### src/rtl/pile_score_if.sv
// pile_score_if: control/status bundle between the game-control stage and the gravity block
interface pile_score_if;
  logic start, plus_gauche, plus_centre, plus_droite, aligne, perdu;
  logic [2:0] hauteur_gauche, hauteur_centre, hauteur_droite;
  logic [1:0] col;
  logic pulse, raz_chute;
  logic [15:0] score;
  logic [3:0] niveau;
  logic [1:0] etat;
  modport master (
    output start, plus_gauche, plus_centre, plus_droite, aligne, perdu,
    input hauteur_gauche, hauteur_centre, hauteur_droite, col, pulse, raz_chute, score, niveau, etat
  );
  modport slave (
    input start, plus_gauche, plus_centre, plus_droite, aligne, perdu,
    output hauteur_gauche, hauteur_centre, hauteur_droite, col, pulse, raz_chute, score, niveau, etat
  );
endinterface

### src/rtl/pile_score.sv
// pile_score: game control (stack heights, fall tick, brick column, BCD score, level, state); LEVEL_SPEEDUP_EN enables level-driven speedup
module pile_score #(
  parameter int TICKS_INIT = 25000000,
  parameter int TICKS_STEP = 2000000,
  parameter int TICKS_MIN = 5000000,
  parameter int LINES_PER_LEVEL = 5
) (
  input logic clk,
  input logic reset,
  pile_score_if.slave bus
);
  typedef enum logic [1:0] {IDLE = 2'd0, PLAY = 2'd1, OVER = 2'd2} state_t;
  state_t state;
  logic [7:0] lfsr;
  logic [31:0] cnt, p_cur;
  logic enter, active, wrap, landed;
  logic [1:0] lfsr_col;
  function automatic logic [2:0] step_h(input logic [2:0] h, input logic inc, input logic dec);
    logic [2:0] t;
    t = (dec && h != 3'd0) ? h - 3'd1 : h;
    return (inc && t != 3'd7) ? t + 3'd1 : t;
  endfunction
  function automatic logic [15:0] bcd_inc(input logic [15:0] s);
    logic [15:0] r;
    logic c;
    r = s;
    c = 1'b1;
    for (int i = 0; i < 4; i++) begin
      if (c) begin
        if (r[4*i +: 4] == 4'd9) r[4*i +: 4] = 4'd0;
        else begin
          r[4*i +: 4] = r[4*i +: 4] + 4'd1;
          c = 1'b0;
        end
      end
    end
    return r;
  endfunction
  if (TICKS_INIT < 2 || TICKS_MIN < 2 || TICKS_STEP < 0 || LINES_PER_LEVEL < 1 || LINES_PER_LEVEL > 256) begin : g_bad_cfg
    $error("pile_score: invalid tick or level configuration");
  end
  assign enter = bus.start && state != PLAY;
  assign active = state == PLAY && !bus.perdu;
  assign wrap = cnt == p_cur - 32'd1;
  assign landed = bus.plus_gauche || bus.plus_centre || bus.plus_droite;
  assign lfsr_col = 2'(lfsr % 8'd3);
  assign bus.etat = state;
  // game state, tick counter, column pick, heights and score; perdu blocks every update in its own cycle
  always_ff @(posedge clk) begin
    if (reset) begin
      state <= IDLE;
      lfsr <= 8'hA5;
      cnt <= '0;
      bus.pulse <= 1'b0;
      bus.raz_chute <= 1'b0;
      bus.col <= 2'd0;
      bus.hauteur_gauche <= 3'd0;
      bus.hauteur_centre <= 3'd0;
      bus.hauteur_droite <= 3'd0;
      bus.score <= 16'h0000;
    end else begin
      lfsr <= {lfsr[6:0], lfsr[7] ^ lfsr[5] ^ lfsr[4] ^ lfsr[3]};
      bus.raz_chute <= enter;
      bus.pulse <= active && wrap;
      if (enter) begin
        state <= PLAY;
        cnt <= '0;
        bus.col <= lfsr_col;
        bus.hauteur_gauche <= 3'd0;
        bus.hauteur_centre <= 3'd0;
        bus.hauteur_droite <= 3'd0;
        bus.score <= 16'h0000;
      end else if (state == PLAY) begin
        cnt <= wrap ? '0 : cnt + 32'd1;
        if (bus.perdu) state <= OVER;
        if (active) begin
          bus.hauteur_gauche <= step_h(bus.hauteur_gauche, bus.plus_gauche, bus.aligne);
          bus.hauteur_centre <= step_h(bus.hauteur_centre, bus.plus_centre, bus.aligne);
          bus.hauteur_droite <= step_h(bus.hauteur_droite, bus.plus_droite, bus.aligne);
          if (bus.aligne) bus.score <= bcd_inc(bus.score);
          if (landed) bus.col <= lfsr_col;
        end
      end
    end
  end
`ifdef LEVEL_SPEEDUP_EN
  logic [31:0] step_total, p_next;
  logic [7:0] lines;
  assign step_total = 32'(bus.niveau) * 32'(TICKS_STEP);
  assign p_next = (32'(TICKS_INIT) > step_total && 32'(TICKS_INIT) - step_total > 32'(TICKS_MIN)) ? 32'(TICKS_INIT) - step_total : 32'(TICKS_MIN);
  // line counter, saturating level and the period that is reloaded only when the tick counter wraps
  always_ff @(posedge clk) begin
    if (reset || enter) begin
      lines <= '0;
      bus.niveau <= 4'd0;
      p_cur <= 32'(TICKS_INIT);
    end else if (state == PLAY) begin
      if (wrap) p_cur <= p_next;
      if (active && bus.aligne) begin
        lines <= (lines == 8'(LINES_PER_LEVEL - 1)) ? '0 : lines + 8'd1;
        if (lines == 8'(LINES_PER_LEVEL - 1) && bus.niveau != 4'd15) bus.niveau <= bus.niveau + 4'd1;
      end
    end
  end
`else
  assign bus.niveau = 4'd0;
  assign p_cur = 32'(TICKS_INIT);
`endif
endmodule

### src/flat_wrapper.sv
// flat-port wrapper written by rule: the top's interface ports become plain ports
module pile_score_flat 
#(
  parameter int TICKS_INIT = 25000000,
  parameter int TICKS_STEP = 2000000,
  parameter int TICKS_MIN = 5000000,
  parameter int LINES_PER_LEVEL = 5
)
  (clk, reset, bus_start, bus_plus_gauche, bus_plus_centre, bus_plus_droite, bus_aligne, bus_perdu, bus_hauteur_gauche, bus_hauteur_centre, bus_hauteur_droite, bus_col, bus_pulse, bus_raz_chute, bus_score, bus_niveau, bus_etat);
  pile_score_if bus_i ();
  input logic clk;
  input logic reset;
  input wire logic [$bits(bus_i.start)-1:0] bus_start;
  input wire logic [$bits(bus_i.plus_gauche)-1:0] bus_plus_gauche;
  input wire logic [$bits(bus_i.plus_centre)-1:0] bus_plus_centre;
  input wire logic [$bits(bus_i.plus_droite)-1:0] bus_plus_droite;
  input wire logic [$bits(bus_i.aligne)-1:0] bus_aligne;
  input wire logic [$bits(bus_i.perdu)-1:0] bus_perdu;
  output wire logic [$bits(bus_i.hauteur_gauche)-1:0] bus_hauteur_gauche;
  output wire logic [$bits(bus_i.hauteur_centre)-1:0] bus_hauteur_centre;
  output wire logic [$bits(bus_i.hauteur_droite)-1:0] bus_hauteur_droite;
  output wire logic [$bits(bus_i.col)-1:0] bus_col;
  output wire logic [$bits(bus_i.pulse)-1:0] bus_pulse;
  output wire logic [$bits(bus_i.raz_chute)-1:0] bus_raz_chute;
  output wire logic [$bits(bus_i.score)-1:0] bus_score;
  output wire logic [$bits(bus_i.niveau)-1:0] bus_niveau;
  output wire logic [$bits(bus_i.etat)-1:0] bus_etat;
  assign bus_i.start = bus_start;
  assign bus_i.plus_gauche = bus_plus_gauche;
  assign bus_i.plus_centre = bus_plus_centre;
  assign bus_i.plus_droite = bus_plus_droite;
  assign bus_i.aligne = bus_aligne;
  assign bus_i.perdu = bus_perdu;
  assign bus_hauteur_gauche = bus_i.hauteur_gauche;
  assign bus_hauteur_centre = bus_i.hauteur_centre;
  assign bus_hauteur_droite = bus_i.hauteur_droite;
  assign bus_col = bus_i.col;
  assign bus_pulse = bus_i.pulse;
  assign bus_raz_chute = bus_i.raz_chute;
  assign bus_score = bus_i.score;
  assign bus_niveau = bus_i.niveau;
  assign bus_etat = bus_i.etat;
  pile_score #(.TICKS_INIT(TICKS_INIT), .TICKS_STEP(TICKS_STEP), .TICKS_MIN(TICKS_MIN), .LINES_PER_LEVEL(LINES_PER_LEVEL)) u_core (.clk(clk), .reset(reset), .bus(bus_i));
endmodule
### config.mk
export PLATFORM = sky130hd
export DESIGN_NAME = pile_score_flat
export DESIGN_NICKNAME = d
export VERILOG_FILES = /design/src/rtl/pile_score_if.sv /design/src/rtl/pile_score.sv /design/src/flat_wrapper.sv
export SDC_FILE = /design/constraint.sdc
export NUM_CORES = 1
export LEC_CHECK = 0
export ABC_AREA = 0
export CORE_MARGIN = 2
export CORE_UTILIZATION = 45
export CTS_CLUSTER_SIZE = 30
export DETAILED_ROUTE_END_ITERATION = 8
export HOLD_SLACK_MARGIN = 0.12
export PLACE_DENSITY = 0.76
export SLEW_MARGIN = 25
export SYNTH_ARGS = -nofsm -noshare
export SYNTH_HDL_FRONTEND = slang
export SYNTH_SLANG_ARGS = --single-unit
export TNS_END_PERCENT = 100
### constraint.sdc
create_clock -name clk -period 7.7 [get_ports clk]
set_input_delay 0.77 -clock clk [delete_from_list [all_inputs] [get_ports clk]]
set_output_delay 0.77 -clock clk [all_outputs]
set_load 0.05 [all_outputs]
Yosys cells after proc, flatten, opt, wreduce, memory -nomap -nowiden
Cells that the tools add are included.

storage, ports and cells
  output and inout port bits = 35
  ROM bits = 0
  latch bits = 0
  input bits = 8
  memories kept = 0
  word-level logic and storage cells = 105
  RAM bits = 0
  register bits = 71

cells by class
  multipliers = 0
  reduce and logical (&&, ||, !) cells = 28
  $lt $le $gt $ge = 0
  add/sub/neg operators = 11
  muxes and demuxes = 38
  div/mod/pow operators = 1
  bitwise logic cells = 3
  shifts and indexed selects = 0
  eq/ne operators = 10

operators by type and width
  operator               count
  $add 32x1->32 const B  1
  $eq 32x25->1 const B   1
  $mux 32                1
  $mux 1                 23
  $mux 3                 6
  $add 4x1->4 const B    4
  $eq 4x4->1 const B     4
  $mux 4                 4
  $reduce_and 4->1       3
  $add 3x1->3 const B    3
  $logic_and 1x1->1      9
  $ne 3x3->1 const B     3
  $reduce_bool 3->1      3
  $sub 3x1->3 const B    3
  $mod 8x2->8 const B    1
  $mux 2                 4
  $reduce_bool 2->1      4
  $reduce_and 2->1       3
  $reduce_and 3->1       2
  $xor 1x1->1            3
  $eq 2x1->1 const B     1
  $logic_or 1x1->1       2
  $ne 2x1->1 const B     1
  $reduce_or 2->1        1
  $logic_not 1->1        1

Depth between registers and ports, before layout
Gate-level depths: netlist of the first run.

  depth in word-level cells = 20
  depth in mapped cells = 16
  gate-level depth less buffers = 14

Least setup slack after synthesis of the first run
Ideal clock, no wire load.

  path kind = reg-to-reg
  start point = register u_core.lfsr[7]
  end point = register u_core.bus.col[0]
  stages on the path, launching flop included = 16
  data arrival time = 2832 ps
  library setup time = 132 ps
  data required time = 7568 ps
  setup slack = 4736 ps
  cell sequence = dfxtp_1 > buf_2 > or3b_2 > a31oi_1 > a211o_1 > ha_1 > o21ba_2 > and3_1 > clkbuf_1 > nand3_1 > o21ai_0 > ha_1 > nor2_1 > mux2i_1 > nor4bb_1 > nor4_1

between the ends
  cells in the longest elaborated chain, start to end = 5

RTL lines
  what                    RTL line             text
  start, declared         pile_score.sv:14     logic [7:0] lfsr;
  start signal, assigned  pile_score.sv:62     lfsr <= {lfsr[6:0], lfsr[7] ^ lfsr[5] ^ lfsr[4] ^ lfsr[3]};
  $mod 8x2->8 (*)         pile_score.sv:46     assign lfsr_col = 2'(lfsr % 8'd3);
  $mux 2                  pile_score.sv:81     if (landed) bus.col <= lfsr_col;
  $mux 2                  pile_score.sv:76     if (active) begin
  $mux 2                  pile_score.sv:73     end else if (state == PLAY) begin
  $mux 2 (*)              pile_score.sv:65     if (enter) begin
  end signal, assigned    pile_score.sv:68     bus.col <= lfsr_col;
  end signal, assigned    pile_score.sv:81
  end, declared           pile_score_if.sv:16  output hauteur_gauche, hauteur_centre, hauteur_droite, col, pulse, raz_chute, score, niveau, etat

Mark *: on every way between the ends. The rest lies on a longest branch, timed or not. The select of a mux whose other input is x is not followed.
A chain may end at the register's enable or synchronous reset.

Worst setup path in the final report of the first run
Ends and elaborated chain as after synthesis.

==> flow_summary.ini, run 1 <==
[routing]
dr.pass1.iters = 4
drtAntennaViolNets = 0
drc = 0
routedWlPerCell_um = 12.41
vias = 3113
dr.first_iter.drc_count = 103
routed_wl_mm = 7.432
vias_per_cell = 5.197

[grt]
grt_max_degree = 33
grt_util_all_layers = 0.1708
grt_pass1_vias = 2930
overflow = 0
grt_pass1_wl_mm = 12.61
antenna_found_initial = 0

[cells_and_area]
layout_commonest_cell = dfxtp_1
area_growth_pct = 16.29
regArea_sq_um = 1421
multiInputGateArea_sq_um = 2242
diodes = 0
nFillCells = 761
final_area_sq_um = 4466
layout_common_cells = 71 x dfxtp_1, 65 x nor2_1, 38 x clkdlybuf4s50_1
finalNetCount = 513
drive_above_1_share = 0.05668

[synthesis]
synth_edf_count = 0
synthFlopType = dfxtp_1
ys_warn_count = 0
yosysSeqAreaShare = 0.3702
synthCells = 458
synthesis.area_sq_um = 3840
synthDistinctLibCells = 52
ys_ff_latch = 71
syn_area_per_cell_sq_um = 8.384
async_reset_ff_frac = 0

[power_and_ir_drop]
p_comb_frac = 0.143
p_leak_nw = 1.679
max-vdd-ir-drop_mv = 0.1396
p_int_mw = 0.6119
power.net_switching_mw = 0.2084
cellPowerDensity_nw_per_um2 = 183.7
switching_share = 0.2541
p_clk_frac = 0.384
seq_power_share = 0.473
total_power_mw = 0.8203

[timing]
max_slew_margin = 0.4489
fin_crit_sh = 0.4285
fin_setup_tns_ps = 0
final-max-slew-violation-count = 0
whs_ps = 489.1
fmax_ghz = 0.3031
rsz0062_at_grt = false
worst_pin_slew_ps = 823.0
fin_ws_ps = 4400
hold_viol_final = 0
clock_skew_ps = 6.218
min_period_ps = 3300
setup_viol = 0

[floorplan]
chipHeight_um = 96.38
io_pins = 43
coreArea_sq_um = 8258
start_util = 0.4650
row_count = 33
die_x_um = 96.38
die_area_sq_um = 9288

[clocking]
post_cts_buffers = 0
cts_root_buf = clkbuf_8
h-tree-depth = 3
cts_hold_buffers = 0
clkSinkCount = 71
insertion_delay_ps = 330
numCtsBuffers = 9
cts_tree = built
clockBufferDepth = 2
clk_pin_slew_worst_paths_ps = 70
post_cts_resized = 0

[critical_path]
crit_start = u_core.lfsr[7]$_SDFF_PP1_
critical_path_required_ps = 7910
end_kind = register
r2r_start = u_core.lfsr[7]$_SDFF_PP1_
cp.arrival_ps = 3500
critical_path_class = reg2reg
rrSetupSlack_ps = 4400
critical_path.max_fanout = 13
crit_path_start_kind = register
r2r_end = u_core.bus.col[0]$_SDFFE_PP0P_
reg2regPathDepth = 14
setup.worst_path.end = u_core.bus.col[0]$_SDFFE_PP0P_

[status]
outcome = complete, no violations

[placed_design]
dp_hpwl_mm = 5.479
post_dp_cell_area_sq_um = 4252
io_buffer_count = 38
gp_congestion = 0.8317
dp_worst_setup_slack_ps = 4083

[flow_run]
cap_violations = 0

[min_path]
hp-class = reg2reg
-- per-layer routing --
metal,routed length (um),part of all wire,up-vias,GRT usage
li1,-,-,1615,-
met1,3481,0.47,1457,0.2042
met2,3609,0.49,35,0.3003
met3,262,0.035,6,0.04888
met4,79,0.011,0,0.04460
met5,0,0,-,0
-- power groups by stage --
stage	clock network [mW]	registers [mW]	logic [mW]
after CTS	0.325	0.388	0.118
final	0.315	0.388	0.117
after global routing	0.342	0.389	0.129
after global placement	0	0.396	0.114
after detailed placement	0	0.396	0.117
after floorplan	0	0.406	0.0830
-- sequential cells by signal (all words and copies together), names as in the netlist --
| name | count |
|---|---|
| u_core.bus.col | 2 |
| u_core.cnt | 32 |
| u_core.bus.pulse | 1 |
| u_core.bus.raz_chute | 1 |
| u_core.bus.hauteur_gauche | 3 |
| u_core.bus.etat | 2 |
| u_core.bus.hauteur_droite | 3 |
| u_core.bus.hauteur_centre | 3 |
| u_core.lfsr | 8 |
| u_core.bus.score | 16 |
-- cell type report --
cell class / count / share of cell area
flip-flops and latches: 71 / 0.3183
well taps: 105 / 0.02942
clock buffers: 11 / 0.03166
inverters: 21 / 0.01765
clock inverters: 4 / 0.01569
repair buffers: 38 / 0.08518
multi-input cells: 349 / 0.5021
-- synthesized netlist by cell type (8+ instances only) --
| cell | instances | area [sq um] |
|---|---|---|
| a21oi_1 | 20 | 100.1 |
| xnor2_1 | 27 | 236.5 |
| nand2_1 | 29 | 108.9 |
| ha_1 | 15 | 187.7 |
| nand4_1 | 8 | 50.05 |
| nor2b_1 | 14 | 87.58 |
| nand3_1 | 16 | 80.08 |
| nand2b_1 | 13 | 81.33 |
| o21ai_0 | 19 | 95.09 |
| inv_1 | 21 | 78.83 |
| nor2_1 | 65 | 244.0 |
| and3_1 | 9 | 56.30 |
| clkbuf_1 | 11 | 41.29 |
| mux2i_1 | 11 | 110.1 |
| dfxtp_1 | 71 | 1421 |
| xor2_1 | 26 | 227.7 |
-- kinds of logic (layout without fill, tap and decap cells) --
| family | Yosys count | count (layout) | synth area share |
|---|---|---|---|
| simple gates | 209 | 209 | 0.2962 |
| compound gates | 57 | 57 | 0.08472 |
| other cells | 1 | 4 | 0.0009766 |
| fa+ha+maj | 15 | 15 | 0.04888 |
| buf+inv | 41 | 74 | 0.04953 |
| flops | 71 | 71 | 0.3702 |
| xor+xnor | 53 | 53 | 0.1209 |
| mux | 11 | 11 | 0.02867 |
-- worst min path at each step --
stage | start | to | cells past startpoint
finish | u_core.bus.col[1]$_SDFFE_PP0P_ | u_core.bus.col[1]$_SDFFE_PP0P_ | 2
CTS | u_core.bus.col[1]$_SDFFE_PP0P_ | u_core.bus.col[1]$_SDFFE_PP0P_ | 2
floorplan | u_core.cnt[21]$_SDFFE_PP0P_ | u_core.cnt[21]$_SDFFE_PP0P_ | 2
detailed placement | u_core.bus.col[1]$_SDFFE_PP0P_ | u_core.bus.col[1]$_SDFFE_PP0P_ | 2
global placement | u_core.cnt[21]$_SDFFE_PP0P_ | u_core.cnt[21]$_SDFFE_PP0P_ | 2
global route | u_core.bus.col[1]$_SDFFE_PP0P_ | u_core.bus.col[1]$_SDFFE_PP0P_ | 2
-- critical path: stages, from the launching register on --
cell	delay (ps)
dfxtp_1	560
or4bb_1	460
a21oi_1	180
o22a_1	150
a211o_1	180
ha_1	210
o21ba_2	170
and3_1	230
nand3_1	100
o21ai_0	80
ha_1	200
nor2_1	100
mux2i_1	120
nor4bb_1	320
nor4_1	90
-- per-stage QoR --
stage,util,std cells
floorplan,-,461
global placement,0.5148,584
detailed placement,0.5148,584
CTS,0.5405,599
global route,0.5408,599
finish,0.5408,599
No activity file was read; power rests on OpenSTA's default activity.
==> run 2: changes to the inputs <==
Settings changed: PLACE_DENSITY 0.76 to 0.79.
Clock period 7.7 ns to 2.72 ns, I/O delays scaled along.
==> run 2 against run 1 <==
Compared with the run above:
- the flow now finishes with violations (negative setup slack)
- non-clock buffer count increased by 28
- critical path type unchanged
- maximum frequency increased by 7.4%
- power grew to 3.1 times the previous value
- sequential power rose to 2.8 times the previous value
- global-route usage rose by 2.1 points
- core utilization is 4.1 points higher
- critical path depth down 1
- clock skew increased by 3.8 ps
- first-iteration DRC count rose by 20%
- die area is the same
- routed wire length is 15% higher
==> flow_summary.ini, run 2 (synthesis gave the netlist of run 1 again) <==
[routing]
route.top_layer_used = met4
routedWlPerCell_um = 13.55
routed_wl_mm = 8.510
vias_per_cell = 5.285
route.met3.wl_um = 325
vias = 3319
dr.first_iter.drc_count = 124
met2WireLength_mm = 4.326
drtAntennaViolNets = 0
met1_length_mm = 3.700
dr.pass1.iters = 4
drc = 0

[critical_path]
setup.worst_path.end = u_core.bus.col[1]$_SDFFE_PP0P_
r2r_start = u_core.lfsr[7]$_SDFF_PP1_
critical_path_class = reg2reg
cp.arrival_ps = 3290
reg2regPathDepth = 13
r2r_end = u_core.bus.col[1]$_SDFFE_PP0P_
crit_path_max_incr_delay_ps = 560
crit_path_start_kind = register
critPathMostFrequentCell = ha_2
crit_cells = 13
critical_path.max_fanout = 6
end_kind = register
critPathSlowestCell = or4bb_1
crit_path_cell_trace = or4bb_1 > a21oi_1 > o22a_1 > a211o_1 > ha_2 > o21ba_4 > and3_4 > o21ai_2 > ha_2 > nor2_2 > mux2i_2 > mux2i_1 > o32ai_1
critPathBufInv = 0
rrSetupSlack_ps = -350
critical_path.top_delay_family = compound AO/OA/AOI/OAI gates
critical_path_required_ps = 2940
crit_start = u_core.lfsr[7]$_SDFF_PP1_

[timing]
setup_viol = 2
max_slew_margin = 0.5873
fin_ws_ps = -352.2
min_period_ps = 3072
final-max-slew-violation-count = 0
fin_setup_tns_ps = -595.0
fin_crit_sh = 1.129
rsz0062_at_grt = true
hold_viol_final = 0
worst_pin_slew_ps = 612.6
clock_skew_ps = 9.987
fmax_ghz = 0.3255

[clocking]
clk_pin_slew_worst_paths_ps = 80
clockBufferDepth = 2
insertion_delay_ps = 340
clkSinkCount = 71
h-tree-depth = 3
numCtsBuffers = 9
cts_root_buf = clkbuf_8
cts_tree = built
cts_hold_buffers = 0

[cells_and_area]
layout_commonest_cell = dfxtp_1
reg.largest.list = u_core.cnt x32, u_core.bus.score x16, u_core.lfsr x8
area_growth_pct = 25.06
layout_common_cells = 66 x dfxtp_1, 63 x nor2_1, 38 x clkdlybuf4s50_1
drive_above_1_share = 0.1415
finalNetCount = 541
largest_register_ffs = 32
top_register = u_core.cnt
final_util = 0.5815
diodes = 0

[flow_run]
cap_violations = 0

[floorplan]
row_count = 33
die_x_um = 96.38
chipHeight_um = 96.38
start_util = 0.4650
coreArea_sq_um = 8258
die_area_sq_um = 9288
io_pins = 43

[grt]
grt_pass1_vias = 3163
grt_max_degree = 33
overflow = 0
grt_util_all_layers = 0.1914
antenna_found_initial = 0
grt_pass1_wl_mm = 13.99

[power_and_ir_drop]
max-vdd-ir-drop_mv = 0.2296
p_leak_nw = 1.834
cellPowerDensity_nw_per_um2 = 537.7

[placed_design]
dp_hpwl_mm = 5.848
gp_congestion = 0.8694
io_buffer_count = 38

[status]
violations = negative setup slack
outcome = finished with violations

[min_path]
hp-class = reg2reg
[run 2: worst min-delay path by stage]
| stage | from | end | depth (start not counted) |
|---|---|---|---|
| global route | u_core.bus.col[1]$_SDFFE_PP0P_ | u_core.bus.col[1]$_SDFFE_PP0P_ | 2 |
| detailed placement | u_core.bus.col[1]$_SDFFE_PP0P_ | u_core.bus.col[1]$_SDFFE_PP0P_ | 2 |
| floorplan | reset | u_core.lfsr[6]$_SDFF_PP0_ | 1 |
| finish | u_core.bus.col[1]$_SDFFE_PP0P_ | u_core.bus.col[1]$_SDFFE_PP0P_ | 2 |
| CTS | u_core.bus.col[1]$_SDFFE_PP0P_ | u_core.bus.col[1]$_SDFFE_PP0P_ | 2 |
| global placement | u_core.bus.col[1]$_SDFFE_PP0P_ | u_core.bus.col[1]$_SDFFE_PP0P_ | 2 |
[run 2: tightest hold or removal path: cells and delay by family (launching register included)]
family | cells | cell delay (ps)
AOI/OAI and AO/OA | 1 | 70
DFF | 1 | 320
buffers and inverters | 1 | 50
[run 2: layout make-up]
cell class              count  area [sq um]
fillers                   717          3456
multi-input cells         349          2305
flip-flops and latches     71          1435
clock inverters             7         121.4
inverters                  21         78.83
well taps                 105         131.4
clock buffers               9         123.9
repair buffers             66         606.8
[run 2: stage by stage]
stage	hold slack, ps	power (mW)	worst slack (ps)	area [sq um]	instances
3_3_place_gp	474.9	1.491	-187.1	4422	603
3_5_place_dp	474.1	1.509	-437.3	4422	603
4_1_cts	486.5	2.571	-203.2	4753	626
5_1_grt	514.2	2.681	-447.7	4802	628
2_1_floorplan	343.6	1.396	-155.5	3876	461
6_report	483.2	2.582	-352.2	4802	628
[run 2: what timing repair did]
item                                    4_1_cts  5_1_grt
pin swaps                                    10        5
gates resized for setup                      13        6
endpoints found under the setup margin        2        2
buffers inserted                              7        2
[run 2: layer usage]
| metal | vias to the layer above | track usage |
|---|---|---|
| met1 | 1551 | 0.2226 |
| met2 | 72 | 0.3420 |
| met3 | 20 | 0.04422 |
| met5 | - | 0 |
| met4 | 0 | 0.07042 |
| li1 | 1676 | - |
[run 2: power breakdown]
part	internal, mW	switching (mW)	total (mW)
Sequential	1.06	0.0311	1.10
Clock	0.610	0.422	1.03
Combinational	0.212	0.243	0.454
Total	1.89	0.696	2.58
